`config.mk`:
```
export PLATFORM = sky130hd
export DESIGN_NAME = inst_fetch_queue
export DESIGN_NICKNAME = d
export VERILOG_FILES = /design/src/rtl/cpu_pkg.sv /design/src/rtl/fetch_ring_buf.sv /design/src/rtl/inst_fetch_queue.sv
export SDC_FILE = /design/constraint.sdc
export NUM_CORES = 1
export LEC_CHECK = 0
export CAP_MARGIN = 20
export CORE_MARGIN = 4
export CORE_UTILIZATION = 50
export CTS_CLUSTER_DIAMETER = 60
export DETAILED_ROUTE_END_ITERATION = 7
export PLACE_DENSITY = 0.77
export SLEW_MARGIN = 20
export SYNTH_ARGS = -nofsm -noshare
export SYNTH_HDL_FRONTEND = slang
export SYNTH_SLANG_ARGS = --single-unit
```
`constraint.sdc`:
```
create_clock -name clk -period 3.2 [get_ports clk]
set_clock_uncertainty 0.1 [all_clocks]
set_input_delay 0.64 -clock clk [delete_from_list [all_inputs] [get_ports clk]]
set_output_delay 0.64 -clock clk [all_outputs]
set_load 0.1 [all_outputs]
```
`src/rtl/cpu_pkg.sv`:
```
// Shared CPU front-end constants: default widths, reset vector and the
// sequential PC step used by fetch, branch and PC logic.
package cpu_pkg;

  localparam int          DEF_INST_W   = 32;
  localparam int          DEF_ADDR_W   = 32;
  localparam logic [31:0] DEF_RESET_PC = 32'h0000_0000;
  localparam int          PC_INC       = 4;

endpackage

```
`src/rtl/fetch_ring_buf.sv`:
```
// Power-of-two ring buffer holding fetched {instruction, pc} pairs, with
// push/pop, occupancy count and a synchronous flush.
module fetch_ring_buf
  import cpu_pkg::*;
#(
  parameter int DEPTH  = 4,
  parameter int INST_W = DEF_INST_W,
  parameter int ADDR_W = DEF_ADDR_W
) (
  input  logic                         clk,
  input  logic                         rst,
  input  logic                         clear,
  input  logic                         push,
  input  logic [INST_W-1:0]            push_inst,
  input  logic [ADDR_W-1:0]            push_pc,
  input  logic                         pop,
  output logic [INST_W-1:0]            head_inst,
  output logic [ADDR_W-1:0]            head_pc,
  output logic [$clog2(DEPTH+1)-1:0]   count
);

  localparam int PW = $clog2(DEPTH);
  localparam int CW = $clog2(DEPTH + 1);
  localparam logic [CW-1:0] FULL = CW'(DEPTH);

  logic [INST_W-1:0] inst_mem [DEPTH];
  logic [ADDR_W-1:0] pc_mem   [DEPTH];
  logic [PW-1:0]     rd_ptr;
  logic [PW-1:0]     wr_ptr;

  assign head_inst = inst_mem[rd_ptr];
  assign head_pc   = pc_mem[rd_ptr];

  // Storage is zeroed only on reset so the head reads 0 out of reset;
  // a flush just rewinds the pointers.
  always_ff @(posedge clk) begin
    if (rst) begin
      rd_ptr <= '0;
      wr_ptr <= '0;
      count  <= '0;
      for (int i = 0; i < DEPTH; i++) begin
        inst_mem[i] <= '0;
        pc_mem[i]   <= '0;
      end
    end else if (clear) begin
      rd_ptr <= '0;
      wr_ptr <= '0;
      count  <= '0;
    end else begin
      if (push) begin
        assert (count != FULL);
        inst_mem[wr_ptr] <= push_inst;
        pc_mem[wr_ptr]   <= push_pc;
        wr_ptr           <= wr_ptr + 1'b1;
      end
      if (pop) begin
        rd_ptr <= rd_ptr + 1'b1;
      end
      count <= count + {{(CW-1){1'b0}}, push} - {{(CW-1){1'b0}}, pop};
    end
  end

endmodule

```
`src/rtl/inst_fetch_queue.sv`:
```
// Fetch stage: owns the fetch PC, issues credit-limited sequential ROM reads
// and buffers the returned words; redirects flush and drop in-flight data.
module inst_fetch_queue
  import cpu_pkg::*;
#(
  parameter int                DEPTH    = 4,
  parameter int                INST_W   = DEF_INST_W,
  parameter int                ADDR_W   = DEF_ADDR_W,
  parameter logic [ADDR_W-1:0] RESET_PC = ADDR_W'(DEF_RESET_PC)
) (
  input  logic              clk,
  input  logic              rst,
  output logic              rom_ce,
  output logic [ADDR_W-1:0] rom_addr,
  input  logic [INST_W-1:0] rom_inst,
  input  logic              redirect_valid,
  input  logic [ADDR_W-1:0] redirect_pc,
  output logic              out_valid,
  input  logic              out_ready,
  output logic [INST_W-1:0] out_inst,
  output logic [ADDR_W-1:0] out_pc,
  output logic [ADDR_W-1:0] out_next_pc
);

  localparam int CW = $clog2(DEPTH + 1);

  logic [ADDR_W-1:0] fetch_pc;
  logic [ADDR_W-1:0] inflight_pc;
  logic              inflight;
  logic [CW-1:0]     count;
  logic [CW:0]       credit_used;
  logic              pop;
  logic              push;
  logic              issue;

  assign out_valid = (count != '0);
  assign pop       = out_valid && out_ready;
  assign push      = inflight && !redirect_valid;

  // Slots already claimed (queued + in flight), less the one leaving now.
  // pop implies count >= 1, so this never underflows.
  assign credit_used = {1'b0, count} + {{CW{1'b0}}, inflight} - {{CW{1'b0}}, pop};
  assign issue       = !rst && !redirect_valid && (credit_used < (CW+1)'(DEPTH));

  assign rom_ce      = issue;
  assign rom_addr    = fetch_pc;
  assign out_next_pc = out_pc + ADDR_W'(PC_INC);

  always_ff @(posedge clk) begin
    if (rst) begin
      fetch_pc    <= RESET_PC;
      inflight    <= 1'b0;
      inflight_pc <= '0;
    end else if (redirect_valid) begin
      fetch_pc    <= redirect_pc;
      inflight    <= 1'b0;
      inflight_pc <= fetch_pc;
    end else begin
      if (issue) begin
        fetch_pc <= fetch_pc + ADDR_W'(PC_INC);
      end
      inflight    <= issue;
      inflight_pc <= fetch_pc;
    end
  end

  fetch_ring_buf #(
    .DEPTH  (DEPTH),
    .INST_W (INST_W),
    .ADDR_W (ADDR_W)
  ) u_ring (
    .clk       (clk),
    .rst       (rst),
    .clear     (redirect_valid),
    .push      (push),
    .push_inst (rom_inst),
    .push_pc   (inflight_pc),
    .pop       (pop),
    .head_inst (out_inst),
    .head_pc   (out_pc),
    .count     (count)
  );

endmodule

```
Word level (Yosys, flattened, before mapping). Memories as Yosys holds them, arrays and structs flattened. A register that Yosys moved wholly into a read port is not among the register bits. Cells that the tools add are included.

Flip-flop bits (word level): 72. Bits in writable memories: 256. Input bits: 68. Output and inout port bits: 130. Word-level logic and storage cells: 46. Memories: 2.

Add/subtract/negate cells: 8. $lt $le $gt $ge: 1. Multiplexer cells: 18. Reductions and logical operators: 11.

Memory list: u_ring.inst_mem (words 4, bits a word 32, read ports 1, clocked after memory_dff 1, write ports 4, RTL line fetch_ring_buf.sv:26) `logic [INST_W-1:0] inst_mem [DEPTH];`; u_ring.pc_mem (words 4, bits a word 32, read ports 1, clocked after memory_dff 1, write ports 4, RTL line fetch_ring_buf.sv:27) `logic [ADDR_W-1:0] pc_mem [DEPTH];`.

Operator list (number): 2-to-1 mux 32 bit (4); adder 32 x 3 -> 32 bit, second input constant (2); OR reduction 32 bit (2); 2-to-1 mux 2 bit (6); 2-to-1 mux 1 bit (8); adder 2 x 1 -> 2 bit, second input constant (2); adder 3 x 1 -> 4 bit (1); logical AND 1 bit (4); < comparator 4 x 3 -> 1 bit, second input constant (1); subtractor 4 x 1 -> 4 bit (1); adder 3 x 1 -> 3 bit (1); nonzero test 3 bit (1); subtractor 3 x 1 -> 3 bit (1); zero test 1 bit (2); nonzero test 2 bit (1); OR reduction 2 bit (1).

Longest topological paths before layout.
Depth after elaboration: 8. Mapped depth: 13. Depth with buffers taken out: 12.

Modules after synthesis. A second synthesis with hierarchy kept.

Cells, all modules: 1147. Area, all modules: 14672.8 µm².

By module, submodules not included: fetch_ring_buf (times used 1, cells each 734, area an instance 11198.2 µm², sequential area each 7867.5 µm²); inst_fetch_queue (times used 1, cells each 413, area an instance 3474.6 µm², sequential area each 1301.2 µm²).

Least setup slack after synthesis. Ideal clock, no wire load.

Kind: reg2out. From: register u_ring.count[1]. To: output rom_ce. Data arrival time: 4.343 ns. Setup slack: -1.883 ns. Cell stages (with the launch flop): 12. Path buffers: 1. Path through: dfxtp_1 inv_1 nand3_1 and2_1 ha_1 inv_1 ha_1 and3b_1 o41ai_1 o31ai_2 buf_6 nor2_1.

Word-level cells in the longest chain between the ends: 5.

Ends and longest elaborated chain: start: declaration (RTL line fetch_ring_buf.sv:19) `output logic [$clog2(DEPTH+1)-1:0] count`; start signal: assignment (RTL line fetch_ring_buf.sv:59) `count <= count + {{(CW-1){1'b0}}, push} - {{(CW-1){1'b0}}, pop};`; nonzero test 3 bit (RTL line inst_fetch_queue.sv:36) `assign out_valid = (count != '0);`; named net out_valid (RTL line inst_fetch_queue.sv:18) `output logic out_valid,`; logical AND 1 bit (RTL line inst_fetch_queue.sv:37) `assign pop = out_valid && out_ready;`; named net pop (RTL line inst_fetch_queue.sv:32) `logic pop;`; subtractor 4 x 1 -> 4 bit (RTL line inst_fetch_queue.sv:42) `assign credit_used = {1'b0, count} + {{CW{1'b0}}, inflight} - {{CW{1'b0}}, pop};`; < comparator 4 x 3 -> 1 bit (RTL line inst_fetch_queue.sv:43) `assign issue = !rst && !redirect_valid && (credit_used < (CW+1)'(DEPTH));`; logical AND 1 bit (RTL line inst_fetch_queue.sv:43); end: declaration (RTL line inst_fetch_queue.sv:13) `output logic rom_ce,`.

The timed path passes the listed nets, and every way through them passes these cells.

==> results.txt <==
----------------------------------------------------
[Setup path]
  Slowest cell on crit path ... mux4_2
  Critical Path Source Type ... flop
  Crit path required time ... between 2000 and 2500 ps
  Logic depth of the worst setup path including buffers ... 10
  Cell repeated most along the worst path ... and3_4
  Setup slack of the most critical reg-to-reg path ... 170 ps
  Biggest cell delay along the critical path ... 370 ps
  Sum of buffers and inverters on the critical path ... 4
  Reg-to-reg startpoint ... u_ring.count[2]$_SDFF_PN0_
  Capturing element type of the critical path ... output port
  Largest fanout on the critical path ... 7
  Worst setup path class ... reg -> out
  Cell family with the largest share of critical-path delay ... simple AND/OR/NAND/NOR gates
  End point of the critical path ... out_next_pc[31]
  R2r endpoint ... rom_addr[11]$_SDFFE_PP0P_
  Signal arrival time at the worst endpoint ... 2960 ps
  Cells on worst reg2reg path ... 14
  Cell Chain, Critical Path ... buf_12, buf_4, buf_16, mux4_2, and3_4, and3_4, and3_4, nand4_1, xnor2_4, buf_12

[Global route]
  Initial antenna violation count ... 0
  Largest net degree at the start of global routing ... 65
  Total GRT Usage ... 22.3%
  First-pass GRT wire length ... around 55000 um
  Aggregate global routing overflow ... 0
  Via count of the first global-routing pass ... around 9900

[Clock network]
  Clk sinks ... 330
  Worst-Skew Late Latency ... ~550 ps
  Post-CTS clock slew at the launch and capture registers of the worst setup and hold paths ... 60 ps
  Number of buffers created by CTS ... 30
  Number of H-tree levels ... 1
  Maximum clock path buffer count ... 3
  Clock tree from TritonCTS ... built
  Clock root cell ... clkbuf_16

[Drt]
  Count of unresolved DRC violations after routing ... 0
  Iter 0 DRT Violations ... 779
  Vias/cell ... between 5 and 6
  Count of antenna-violating nets left after detailed routing ... 0
  Final wirelength ... 35500 um
  Length of the first detailed-routing pass in iterations ... 5
  Vias post-DR ... a little under 10000
  Final routed wire length divided by cell count ... 20.0 um

[Cells and area]
  Commonest non-fill, non-tap cell in the layout ... edfxtp_1
  Commonest cells after routing, fill and taps aside ... edfxtp_1 (256), nor2_1 (187), buf_4 (132), nand2_1 (91), buf_12 (88)
  Nets@finish ... approximately 1400
  Layout overhead on the synthesized area ... 39.2%
  Antenna Diode Count ... 0
  Proportion of layout cells with a drive suffix above 1 ... 32.0%
  Count of placed standard cells in the final layout, fillers left out ... about 1800

[Yosys]
  Synth unique cells ... 56
  Seq/Total Area, Yosys ... 63.8%
  Mapped Avg Cell Area ... ~13 um2
  Cells after synthesis ... 1108
  Cell area after synthesis ... 0.0144 mm2
  Number of warning messages in the yosys log ... 0
  Flops & latches, synth ... 330
  Top FF cell, synth ... edfxtp_1
  Share of flip-flops with an asynchronous set or reset ... 0%
  Number of enable flip-flop cells after synthesis ... 256
  Total nets after synthesis ... 1183

[Timing]
  Smallest setup slack after layout ... -501 ps
  Maximum achievable frequency ... between 0.2 and 0.3 GHz
  Number of hold violations in the final report ... 0
  Final setup violation count ... 24
  Sum of negative setup slack ... -7590 ps
  Actual slew at the worst max-slew pin ... just over 700 ps
  Final count of pins violating max slew ... 0
  RSZ-0062 raised after global routing ... true
  Period minus WS final ... 3700 ps
  Worst slew slack as a fraction of its limit ... 52.7%
  Share of the clock period used by the worst path ... 116%

[Place]
  Worst slack after detailed placement ... -407 ps
  Count of buffers from port buffering ... 197
  HPWL after detailed placement ... 22300 um
  Final weighted congestion in routability-driven placement ... 0.843
  Number of cells in the design after placement ... between 1500 and 2000

[Status]
  Status ... complete, but fails checks
  Violations in the final reports ... setup timing

[Die]
  Core area ... 0.0281 mm2
  Chip Height ... roughly 180 um
  I/O Pins ... 198
  Placement row count ... 61
  Die outline area ... about 0.032 mm2
  Horizontal die dimension ... 178 um
  Starting Density ... approximately half

[Pwr]
  Maximum ir drop on the vdd rail ... approximately 0.00035 V
  Static power due to leakage ... 7.92 nW
  Total power per unit cell area ... about 540 mW/mm2

[Job]
  Count of max-cap constraint violations ... 0

[Hold path]
  Worst min path class ... in -> reg

----------------------------------------------------
-- how the worst min path moves through the flow --
stage,startpoint,endpoint,depth (start not counted)
CTS,rst,inflight_pc[26]$_SDFF_PP0_,2
detailed placement,rom_addr[0]$_SDFFE_PP0P_,inflight_pc[0]$_SDFF_PP0_,1
finish,rst,inflight_pc[26]$_SDFF_PP0_,2
floorplan,u_ring.rd_ptr[1]$_SDFFE_PN0P_,flop,2
global placement,rom_addr[0]$_SDFFE_PP0P_,inflight_pc[0]$_SDFF_PP0_,1
global route,rst,inflight_pc[26]$_SDFF_PP0_,2
-- Yosys cell counts, types with 2 or more instances --
cell type | instances | area, um2
buf_1 | 7 | 26.3
nor3_1 | 6 | 30.0
dfxtp_1 | 74 | 1480
xnor2_1 | 36 | 315
nand4b_1 | 2 | 17.5
a21oi_1 | 4 | 20.0
edfxtp_1 | 256 | 7690
buf_2 | 7 | 35.0
nor4_4 | 3 | 63.8
a31oi_1 | 8 | 50.1
ha_1 | 6 | 75.1
nor2_1 | 190 | 713
o21ai_0 | 2 | 10.0
a311oi_1 | 4 | 35.0
nand2b_1 | 2 | 12.5
nor4_1 | 6 | 37.5
or3_1 | 5 | 31.3
and3_1 | 9 | 56.3
clkbuf_1 | 42 | 158
mux4_2 | 64 | 1440
nand4_1 | 14 | 87.6
a211oi_1 | 17 | 128
mux2i_1 | 2 | 20.0
buf_4 | 3 | 22.5
and2_1 | 55 | 344
and4_1 | 2 | 17.5
or2_2 | 5 | 31.3
o211ai_1 | 3 | 22.5
nor2b_1 | 30 | 188
nand3_1 | 22 | 110
buf_6 | 2 | 22.5
a31o_2 | 3 | 26.3
xor2_1 | 15 | 131
nand2_1 | 99 | 372
inv_1 | 80 | 300
nor3b_1 | 2 | 15.0
or4_1 | 2 | 15.0
-- kinds of logic (layout without fill, tap and decap cells) --
group | after synthesis | after routing | synth area share [%]
mux | 66 | 66 | 10.2
buf+inv | 144 | 434 | 4.21
fa+ha+maj | 7 | 7 | 0.662
simple gates | 462 | 462 | 15.6
xor+xnor | 51 | 51 | 3.11
compound gates | 48 | 48 | 2.46
flops | 330 | 330 | 63.8
-- power by group --
| group | internal, W | switching (W) |
|---|---|---|
| logic | 0.000707 | 0.00139 |
| clock network | 0.00222 | 0.00155 |
| registers | 0.00480 | 0.000111 |
-- per-layer routing --
metal	vias to the layer above	part of all wire, %	GRT usage, %
met5	-	0	0
met4	0	1.9	5.29
met3	57	7.8	2.58
met2	466	51	38.3
met1	4728	39	30.8
li1	4433	-	-
-- final cells by class --
cell class                      count  area [um2]
Sequential cell                   330        9190
Clock inverter                     18         225
Multi-Input combinational cell    634        5380
Inverter                           80         313
Tap cell                          378         473
Timing Repair Buffer              298        3610
Fill cell                        1882        8090
Clock buffer                       38         822
-- registers in the layout, summed over array words and instances, names as in the netlist, named ones only --
signal,flops
inflight,1
inflight_pc,32
rom_addr,32
u_ring.count,3
u_ring.inst_mem,128
u_ring.pc_mem,128
u_ring.rd_ptr,2
u_ring.wr_ptr,2
-- per-stage QoR --
| stage | area, um2 | hold slack, ps | power (W) | utilization [%] |
|---|---|---|---|---|
| 6_report | 20000 | 388 | 0.0108 | 71.2 |
| 5_1_grt | 20000 | 416 | 0.0111 | 71.2 |
| 4_1_cts | 19800 | 378 | 0.0108 | 70.6 |
| 3_5_place_dp | 18300 | 395 | 0.00704 | 65.2 |
| 3_3_place_gp | 18300 | 389 | 0.00701 | 65.2 |
| 2_1_floorplan | 14800 | 385 | 0.00631 | - |
-- timing repair --
item                                    CTS  global route
setup buffers                            22            10
cloned                                    1             1
hold buffers                              0             0
endpoints found under the setup margin   55            58
pin swaps                                28            13
gates resized for setup                  63            17
(Power assumes the default switching activity.)
